### src/rtl/stack_pkg.sv
// stack_pkg: shared op encoding and default geometry for lifo_stack
package stack_pkg;
  localparam int STACK_WIDTH = 18;
  localparam int STACK_DEPTH = 4;
  typedef enum logic [1:0] {
    OP_NOP  = 2'b00,
    OP_PUSH = 2'b10,
    OP_POP  = 2'b01,
    OP_XCHG = 2'b11
  } stack_op_e;
endpackage

### src/rtl/lifo_stack_mem.sv
// lifo_stack_mem: unreset register array, one sync write port, two async read ports
module lifo_stack_mem #(
  parameter int WIDTH = 18,
  parameter int DEPTH = 4,
  localparam int AW = $clog2(DEPTH)
) (
  input  logic             clk,
  input  logic             we_i,
  input  logic [AW-1:0]    waddr_i,
  input  logic [WIDTH-1:0] wdata_i,
  input  logic [AW-1:0]    raddr_a_i,
  input  logic [AW-1:0]    raddr_b_i,
  output logic [WIDTH-1:0] rdata_a_o,
  output logic [WIDTH-1:0] rdata_b_o
);
  logic [WIDTH-1:0] mem_q [DEPTH];
  // write the addressed entry; contents survive reset
  always_ff @(posedge clk)
    if (we_i) mem_q[waddr_i] <= wdata_i;
  assign rdata_a_o = mem_q[raddr_a_i];
  assign rdata_b_o = mem_q[raddr_b_i];
endmodule

### src/rtl/lifo_stack.sv
// lifo_stack: parametrised LIFO with exchange, peek and status; STACK_ERR_EN enables sticky ovf/unf flags
module lifo_stack
  import stack_pkg::*;
#(
  parameter int WIDTH = STACK_WIDTH,
  parameter int DEPTH = STACK_DEPTH,
  localparam int AW = $clog2(DEPTH)
) (
  input  logic             clk,
  input  logic             rst,
  input  logic             push,
  input  logic             pop,
  input  logic [WIDTH-1:0] din,
  input  logic             err_clr,
  output logic [WIDTH-1:0] dout,
  output logic             dout_vld,
  output logic [WIDTH-1:0] top,
  output logic [AW:0]      count,
  output logic             empty,
  output logic             full,
  output logic             ovf_err,
  output logic             unf_err
);
  localparam int CW = AW + 1;
  stack_op_e        op;
  logic [CW-1:0]    count_q, count_d;
  logic [WIDTH-1:0] dout_q, dout_d;
  logic             dout_vld_q;
  logic [AW-1:0]    wr_ptr, top_idx, waddr;
  logic             push_ok, pop_ok, xchg_ok, we, ovf_evt, unf_evt;
  logic [WIDTH-1:0] rd_top, rd_dout;
  // decode the op and derive next pointer, write address and error events
  always_comb begin
    op      = stack_op_e'({push, pop});
    wr_ptr  = count_q[AW-1:0];
    top_idx = wr_ptr - AW'(1);
    xchg_ok = op == OP_XCHG && !empty;
    push_ok = (op == OP_PUSH && !full) || (op == OP_XCHG && empty);
    pop_ok  = op == OP_POP && !empty;
    we      = push_ok || xchg_ok;
    waddr   = xchg_ok ? top_idx : wr_ptr;
    count_d = count_q + CW'(push_ok) - CW'(pop_ok);
    dout_d  = (pop_ok || xchg_ok) ? rd_dout : dout_q;
    ovf_evt = op == OP_PUSH && full;
    unf_evt = (op == OP_POP || op == OP_XCHG) && empty;
  end
  lifo_stack_mem #(.WIDTH(WIDTH), .DEPTH(DEPTH)) u_mem (
    .clk       (clk),
    .we_i      (we),
    .waddr_i   (waddr),
    .wdata_i   (din),
    .raddr_a_i (top_idx),
    .raddr_b_i (top_idx),
    .rdata_a_o (rd_top),
    .rdata_b_o (rd_dout)
  );
  // pointer and popped-data registers
  always_ff @(posedge clk or posedge rst)
    if (rst) begin
      count_q    <= '0;
      dout_q     <= '0;
      dout_vld_q <= 1'b0;
    end else begin
      count_q    <= count_d;
      dout_q     <= dout_d;
      dout_vld_q <= pop_ok || xchg_ok;
    end
  assign count    = count_q;
  assign empty    = count_q == '0;
  assign full     = count_q == CW'(DEPTH);
  assign dout     = dout_q;
  assign dout_vld = dout_vld_q;
  assign top      = empty ? '0 : rd_top;
`ifdef STACK_ERR_EN
  logic ovf_q, unf_q;
  // sticky error flags; a new event beats a simultaneous clear
  always_ff @(posedge clk or posedge rst)
    if (rst) begin
      ovf_q <= 1'b0;
      unf_q <= 1'b0;
    end else begin
      ovf_q <= ovf_evt || (ovf_q && !err_clr);
      unf_q <= unf_evt || (unf_q && !err_clr);
    end
  assign ovf_err = ovf_q;
  assign unf_err = unf_q;
`else
  logic unused_err;
  assign unused_err = err_clr ^ ovf_evt ^ unf_evt;
  assign ovf_err    = 1'b0;
  assign unf_err    = 1'b0;
`endif
endmodule

### config.mk
export PLATFORM = sky130hd
export DESIGN_NAME = lifo_stack
export DESIGN_NICKNAME = d
export VERILOG_FILES = /design/src/rtl/stack_pkg.sv /design/src/rtl/lifo_stack_mem.sv /design/src/rtl/lifo_stack.sv
export SDC_FILE = /design/constraint.sdc
export NUM_CORES = 1
export LEC_CHECK = 0
export ABC_AREA = 1
export BUFFER_PORTS_ARGS = -buffer_cell sky130_fd_sc_hd__buf_2
export CORE_UTILIZATION = 45
export CTS_BUF_LIST = sky130_fd_sc_hd__clkbuf_16
export DETAILED_ROUTE_END_ITERATION = 10
export PLACE_DENSITY = 0.66
export SETUP_SLACK_MARGIN = 0.1
export SYNTH_ARGS = -nofsm -noshare
export SYNTH_HDL_FRONTEND = slang
export SYNTH_HIERARCHICAL = 1
export SYNTH_SLANG_ARGS = --single-unit
### constraint.sdc
create_clock -name clk -period 5.9 [get_ports clk]
set_clock_uncertainty 0.2 [all_clocks]
set_input_delay 0 -clock clk [delete_from_list [all_inputs] [get_ports clk]]
set_output_delay 0 -clock clk [all_outputs]
set_load 0.005 [all_outputs]
==> reports/metrics.cfg, run 1 <==
[finish]
final_nets = 687
area_delta_synth_final_pct = 16.4
post_route_cells_drive_above_1_share_pct = 15.0
fin_cells = 801
insertedDiodeCount = 0
fillerInstances = 937
post-route-cell-area_sq_um = 5720

[sta]
final_min_period_over_clock_period_pct = 58.2
layout_min_cycle_time_ps = 3430
final_hold_viol_count = 0
tns_ps = 0
setup_violations = 0
grt_setup_unrepaired = no
fmax_ghz = 0.291
final_max_slew_viol_count = 0
maxSlewHeadroom_pct = 47.1
worst-slew-pin-transition_ps = 793

[pwr]
power.switching_mw = 1.45
p_seq_share_pct = 29.5
ir_drop_mv = 0.246
power.density_cell_area_nw_per_um2 = 577
clkPwrFrac_pct = 17.7
report.power.total_mw = 3.30
power.share.switching_pct = 44.0
comb_power_share_pct = 52.9
leakage_nw = 2.95
p_int_mw = 1.85

[setup_path]
cp_data_required_time_ps = 5930
cp_slowest_stage_delay_ps = 590
worst-endpoint-arrival_ps = 3460
rr_startpoint = count[0]
setup.worst_path.end_class = register
worst_setup_path_endpoint = count[2]
crit_path_top_delay_cell = sky130_fd_sc_hd__buf_4
crit_top_cell = sky130_fd_sc_hd__ha_1
worst_setup_path_start_kind = register
worstSetupStartpoint = count[0]
regToRegSetupSlack_ps = 2470
critical_path.reg2reg.endpoint = count[2]
cp_cell_sequence = inv_2 > buf_4 > ha_1 > nand2_4 > inv_2 > nor3_2 > ha_1 > inv_1 > ha_1 > inv_1 > fa_1 > nand3_1 > nand2_1
worst_setup_path_type = register to register
maximum_fanout_encountered_on_the_critical_timing_path = 76
r2r_cells = 13

[cts]
clock_tree_root_buffer_cell = sky130_fd_sc_hd__clkbuf_16
number_of_cts_inserted_buffers = 9
cts_tree = yes
ctsHoldBuffers = 20
clk-insertion-delay-late_ps = 330
cts_htree_levels = 3
cts_max_path_buffers = 2
post-cts-setup-buffers = 0
clock_transition_at_the_register_clock_pins_on_the_worst_setup_and_hold_paths_after_cts_ps = 70
cts_repair_resize_count = 0
clock_sink_count = 94

[die]
die-height_um = 107
design.die.area_sq_um = 11300
floorplan.io_pins = 67
core_region_area_sq_um = 10500
start_util_pct = 47.0
floorplan.rows = 37
die_span_x_um = 107

[synth]
syn_inst = 588
synth_sequential_area_ratio_pct = 55.2
cell_variety_after_synth = 20
post_synth_instance_area_sq_um = 4910
mean_instance_size_in_the_synthesized_netlist_sq_um = 8.36
ys_seq_elements = 94
synth_warnings = 6

[global_routing]
global_route_wire_length_before_repair_um = 16700
globalRouteOverflowTotal = 0
grt_antenna_before_repair = 0
grt.total_usage_pct = 19.1
first_global_vias = 3594
grt_start_max_net_pins = 77

[job]
max_cap_viol_count = 0

[routing]
drcViolationCount = 0
drt_first_pass_iters = 5
routed_wl_um = 10300
drt-initial-drc-count = 259
drt-wirelength-per-cell_um = 12.9
antenna_left = 0
vias_per_cell = 4.77
vias = 3823

[placed_design]
sum_of_net_half_perimeters_after_detailed_placement_um = 6470
portBuffers = 63
dp_cells = 765
place_area_sq_um = 5220
globalplace.congestion = 0.767

[outcome]
outcome = complete, no violations

[hold_path]
hold_path.class = primary input to register

## area by class of cell
class | instances | area [sq um] | area share, %
multi-input cells | 354 | 1540 | 26.9
clock buffers | 9 | 225 | 3.94
inverters | 112 | 433 | 7.56
clock inverters | 7 | 81.3 | 1.42
well taps | 136 | 170 | 2.97
flip-flops and latches | 94 | 2710 | 47.4
repair buffers | 89 | 561 | 9.79
## flip-flops by register name, summed over array words and instances (netlist names)
signal / count
count: 3
dout: 18
dout_vld: 1
u_mem/mem_q: 72
## power by group through the flow
stage | clock network (mW) | registers, mW | logic (mW)
3_5_place_dp | 0 | 0.988 | 1.74
6_report | 0.583 | 0.973 | 1.75
5_1_grt | 0.619 | 0.991 | 1.99
2_1_floorplan | 0 | 0.992 | 1.28
3_3_place_gp | 0 | 0.985 | 1.71
4_1_cts | 0.595 | 0.974 | 1.76
## critical path, delay by kind of cell (launching register included)
kind | cells | cell delay, ps
flip-flops | 1 | 420
AND/OR/NAND/NOR | 4 | 410
buffers and inverters | 5 | 1120
adder cells (fa/ha/maj) | 4 | 1160
## routing by layer
| layer | GRT usage, % | share of wire (%) |
|---|---|---|
| met1 | 24.0 | 46 |
| met2 | 32.3 | 47 |
| met3 | 3.80 | 6.4 |
| met4 | 7.34 | 0.93 |
| met5 | 0 | 0 |
## synthesized netlist by cell type, drive strengths merged
master	count	area, sq um
a31oi	1	6.26
buf	29	253
conb	1	3.75
dfrtp	22	551
edfxtp	72	2160
fa	1	20.0
ha	3	37.5
inv	112	433
nand2	230	878
nand3	93	465
nor2	18	67.6
nor3	5	30.0
o211ai	1	7.51
## layout by cell type, fill, tap and decap left out, types with 4 or more instances in the layout
master                            n
sky130_fd_sc_hd__nand3_1         93
sky130_fd_sc_hd__inv_1          104
sky130_fd_sc_hd__clkbuf_16        9
sky130_fd_sc_hd__dfrtp_1         22
sky130_fd_sc_hd__buf_4            6
sky130_fd_sc_hd__dlygate4sd3_1   20
sky130_fd_sc_hd__inv_2            4
sky130_fd_sc_hd__nor2_1          18
sky130_fd_sc_hd__nor3_2           5
sky130_fd_sc_hd__edfxtp_1        72
sky130_fd_sc_hd__nand2_1        228
sky130_fd_sc_hd__buf_2           63
sky130_fd_sc_hd__inv_6            4
## through the flow
step	hold slack [ps]	util [%]	setup slack, ps
after CTS	96.7	54.7	2390
after global placement	-17.3	49.9	2460
after global routing	128	54.7	2190
after floorplan	-211	-	2750
final	99.1	54.7	2470
after detailed placement	-14.8	49.9	2400
## worst min path at each step
| stage | from | endpoint | slack, ps | cells after the start |
|---|---|---|---|---|
| 6_report | push | count[1] | 100 | 5 |
| 3_5_place_dp | rst | dout[10] | -10 | 2 |
| 4_1_cts | push | count[0] | 100 | 5 |
| 2_1_floorplan | rst | count[0] | -210 | 1 |
| 5_1_grt | push | count[0] | 130 | 5 |
| 3_3_place_gp | rst | dout[8] | -20 | 2 |
## cell families after synthesis
family | after synthesis | share of synthesized area (%)
adders and majority gates | 4 | 1.17
other | 1 | 0.0763
buffers and inverters | 141 | 14.0
AOI/OAI and AO/OA | 2 | 0.280
DFF | 94 | 55.2
and+or+nand+nor | 346 | 29.3
Power figures use the tool's default switching activity.
==> run 2: changes to the inputs <==
clock period = 3.3 ns   (was 5.9 ns; I/O delays follow)
==> reports/metrics.cfg, run 2 (synthesis gave the netlist of run 1 again) <==
[outcome]
outcome = complete, no violations

[finish]
multi_input_comb_area_sq_um = 1540  ; unchanged
leading_cell_type_in_the_layout_fill_and_taps_excluded = sky130_fd_sc_hd__nand2_1
area.sequential_sq_um = 2710  ; unchanged
insertedDiodeCount = 0  ; unchanged
post_route_cells_drive_above_1_share_pct = 14.7  ; -0.32 points
layout.core_utilization_pct = 54.6  ; -0.096 points
registers.top_by_ff_count = u_mem/mem_q
final_nets = 688  ; +0.15%
fillerInstances = 948  ; +1.2%
most-common-layout-cells = 228 x sky130_fd_sc_hd__nand2_1, 104 x sky130_fd_sc_hd__inv_1, 93 x sky130_fd_sc_hd__nand3_1, 72 x sky130_fd_sc_hd__edfxtp_1, 63 x sky130_fd_sc_hd__buf_2
area_delta_synth_final_pct = 16.2
largest_register_ff_count = 72  ; unchanged

[placed_design]
portBuffers = 63  ; unchanged
sum_of_net_half_perimeters_after_detailed_placement_um = 6550  ; +1.3%
globalplace.congestion = 0.748  ; -2.5%

[setup_path]
worst_setup_path_type = register to register
timing.critical_path.buf_inv = 4  ; -1
cp_data_required_time_ps = 3330  ; -2600 ps
critical_path.reg2reg.endpoint = count[2]
maximum_fanout_encountered_on_the_critical_timing_path = 23  ; -70%
worstSetupPathDepth = 12  ; -1
worst_setup_path_start_kind = register
regToRegSetupSlack_ps = 770  ; -1690 ps
crit_path_top_delay_cell = sky130_fd_sc_hd__dfrtp_1
worst-endpoint-arrival_ps = 2560  ; -900 ps
cp_cell_sequence = inv_1 > ha_1 > nand2_4 > inv_2 > nor3_2 > ha_1 > inv_1 > ha_1 > inv_1 > fa_1 > nand3_1 > nand2_1
cpLargestDelayFamily = adder cells
r2r_cells = 12  ; -1
rr_startpoint = count[1]
cp_slowest_stage_delay_ps = 440  ; -150 ps
setup.worst_path.end_class = register

[cts]
cts_repair_resize_count = 0  ; unchanged
clk-insertion-delay-late_ps = 330  ; about the same
cts_tree = yes
clock_tree_root_buffer_cell = sky130_fd_sc_hd__clkbuf_16
cts_htree_levels = 3  ; unchanged
number_of_cts_inserted_buffers = 9  ; unchanged
clock_sink_count = 94  ; unchanged
cts_max_path_buffers = 2  ; unchanged
clock_transition_at_the_register_clock_pins_on_the_worst_setup_and_hold_paths_after_cts_ps = 60  ; about the same

[sta]
final_min_period_over_clock_period_pct = 76.6  ; +18 points
grt_setup_unrepaired = no
maxSlewHeadroom_pct = 46.6  ; -0.47 points
setup_violations = 0  ; unchanged
final_max_slew_viol_count = 0  ; unchanged
final_hold_viol_count = 0  ; unchanged
fmax_ghz = 0.395  ; +36%
tns_ps = 0  ; unchanged
worst-slew-pin-transition_ps = 800  ; +6.11 ps
layout_min_cycle_time_ps = 2530  ; -906 ps
fin_worst_hold_slack_ps = 103  ; +3.79 ps

[global_routing]
grt_antenna_before_repair = 0  ; unchanged
globalRouteOverflowTotal = 0  ; unchanged
global_route_wire_length_before_repair_um = 17000  ; +1.3%
grt_start_max_net_pins = 76  ; -1.3%
grt.total_usage_pct = 19.4  ; +0.39 points
first_global_vias = 3526  ; -1.9%

[routing]
top_layer = met4
drcViolationCount = 0  ; unchanged
routed_wl_um = 10200  ; -0.93%
vias_per_cell = 4.76  ; -0.23%
sum_of_routed_wire_segments_on_met1_um = 4570  ; -3.2%
drt-initial-drc-count = 205  ; -21%
met3WireLength_um = 642  ; -2.9%
drt-wirelength-per-cell_um = 12.8  ; -1.1%
met2_wirelength_um = 4990  ; +2.4%
drt_first_pass_iters = 4  ; -1
vias = 3819  ; -0.10%
antenna_left = 0  ; unchanged

[pwr]
ir_drop_mv = 0.476  ; +94%
leakage_nw = 2.94  ; -0.11%
power.density_cell_area_nw_per_um2 = 1020  ; +77%

[die]
design.die.area_sq_um = 11300  ; unchanged
die_span_x_um = 107  ; unchanged
die-height_um = 107  ; unchanged
core_region_area_sq_um = 10500  ; unchanged
floorplan.io_pins = 67  ; unchanged
start_util_pct = 47.0  ; unchanged
floorplan.rows = 37  ; unchanged

[hold_path]
min_delay_path_depth = 5  ; unchanged
hold_path.class = primary input to register
worst_hold_path.endpoint = count[1]
startpoint_of_the_most_critical_hold_path = push

[job]
max_cap_viol_count = 0  ; unchanged

-- run 2: cell count changes in the layout (fill, tap and decap cells not counted), sizes merged --
cell    previous run  this run
clkinv             2         4
inv              115       113
buf               69        70
-- run 2: per-layer routing --
metal,vias to the layer above,track usage [%]
met5,-,0
met4,0,6.36
met3,4,3.74
met2,116,33.0
met1,1740,25.0
li1,1959,-
-- run 2: metrics by stage --
| stage | std cells | total power, mW | instance area (sq um) | setup slack, ps |
|---|---|---|---|---|
| 2_1_floorplan | 589 | 4.06 | 4920 | 145 |
| 3_3_place_gp | 766 | 4.81 | 5220 | 848 |
| 3_5_place_dp | 766 | 4.88 | 5220 | 779 |
| 4_1_cts | 802 | 5.89 | 5710 | 770 |
| 5_1_grt | 802 | 6.38 | 5710 | 551 |
| 6_report | 802 | 5.85 | 5710 | 771 |
-- run 2: tightest hold or removal path: stages --
cell and delay, ps:
sky130_fd_sc_hd__buf_2 130, sky130_fd_sc_hd__o211ai_1 100, sky130_fd_sc_hd__ha_1 170, sky130_fd_sc_hd__fa_1 160, sky130_fd_sc_hd__inv_1 40
-- run 2: cell type report --
cell class	count	share of cell area, %
clock buffer	9	3.94
timing repair buffer	90	9.94
multi-input combinational	354	27.0
inverter	112	7.58
tap	136	2.98
sequential	94	47.5
clock inverter	7	1.12
-- run 2: timing repair --
action	in CTS	in global routing
hold buffers	20	0
hold endpoints to repair	112	0
buffers inserted	0	0
-- run 2: worst max path at each step --
stage,startpoint,to,slack [ps]
floorplan,count[0],u_mem/mem_q[3][0],150
global placement,count[0],u_mem/mem_q[3][7],850
detailed placement,count[1],count[2],780
CTS,count[1],count[2],770
global route,count[0],u_mem/mem_q[3][13],550
finish,count[1],count[2],770
-- run 2: power by group --
part           total, mW  switching [mW]  internal (mW)  leakage [nW]
registers           1.74           0.116           1.63         0.929
logic               3.13            2.04           1.09          1.87
clock network      0.979           0.399          0.580         0.138
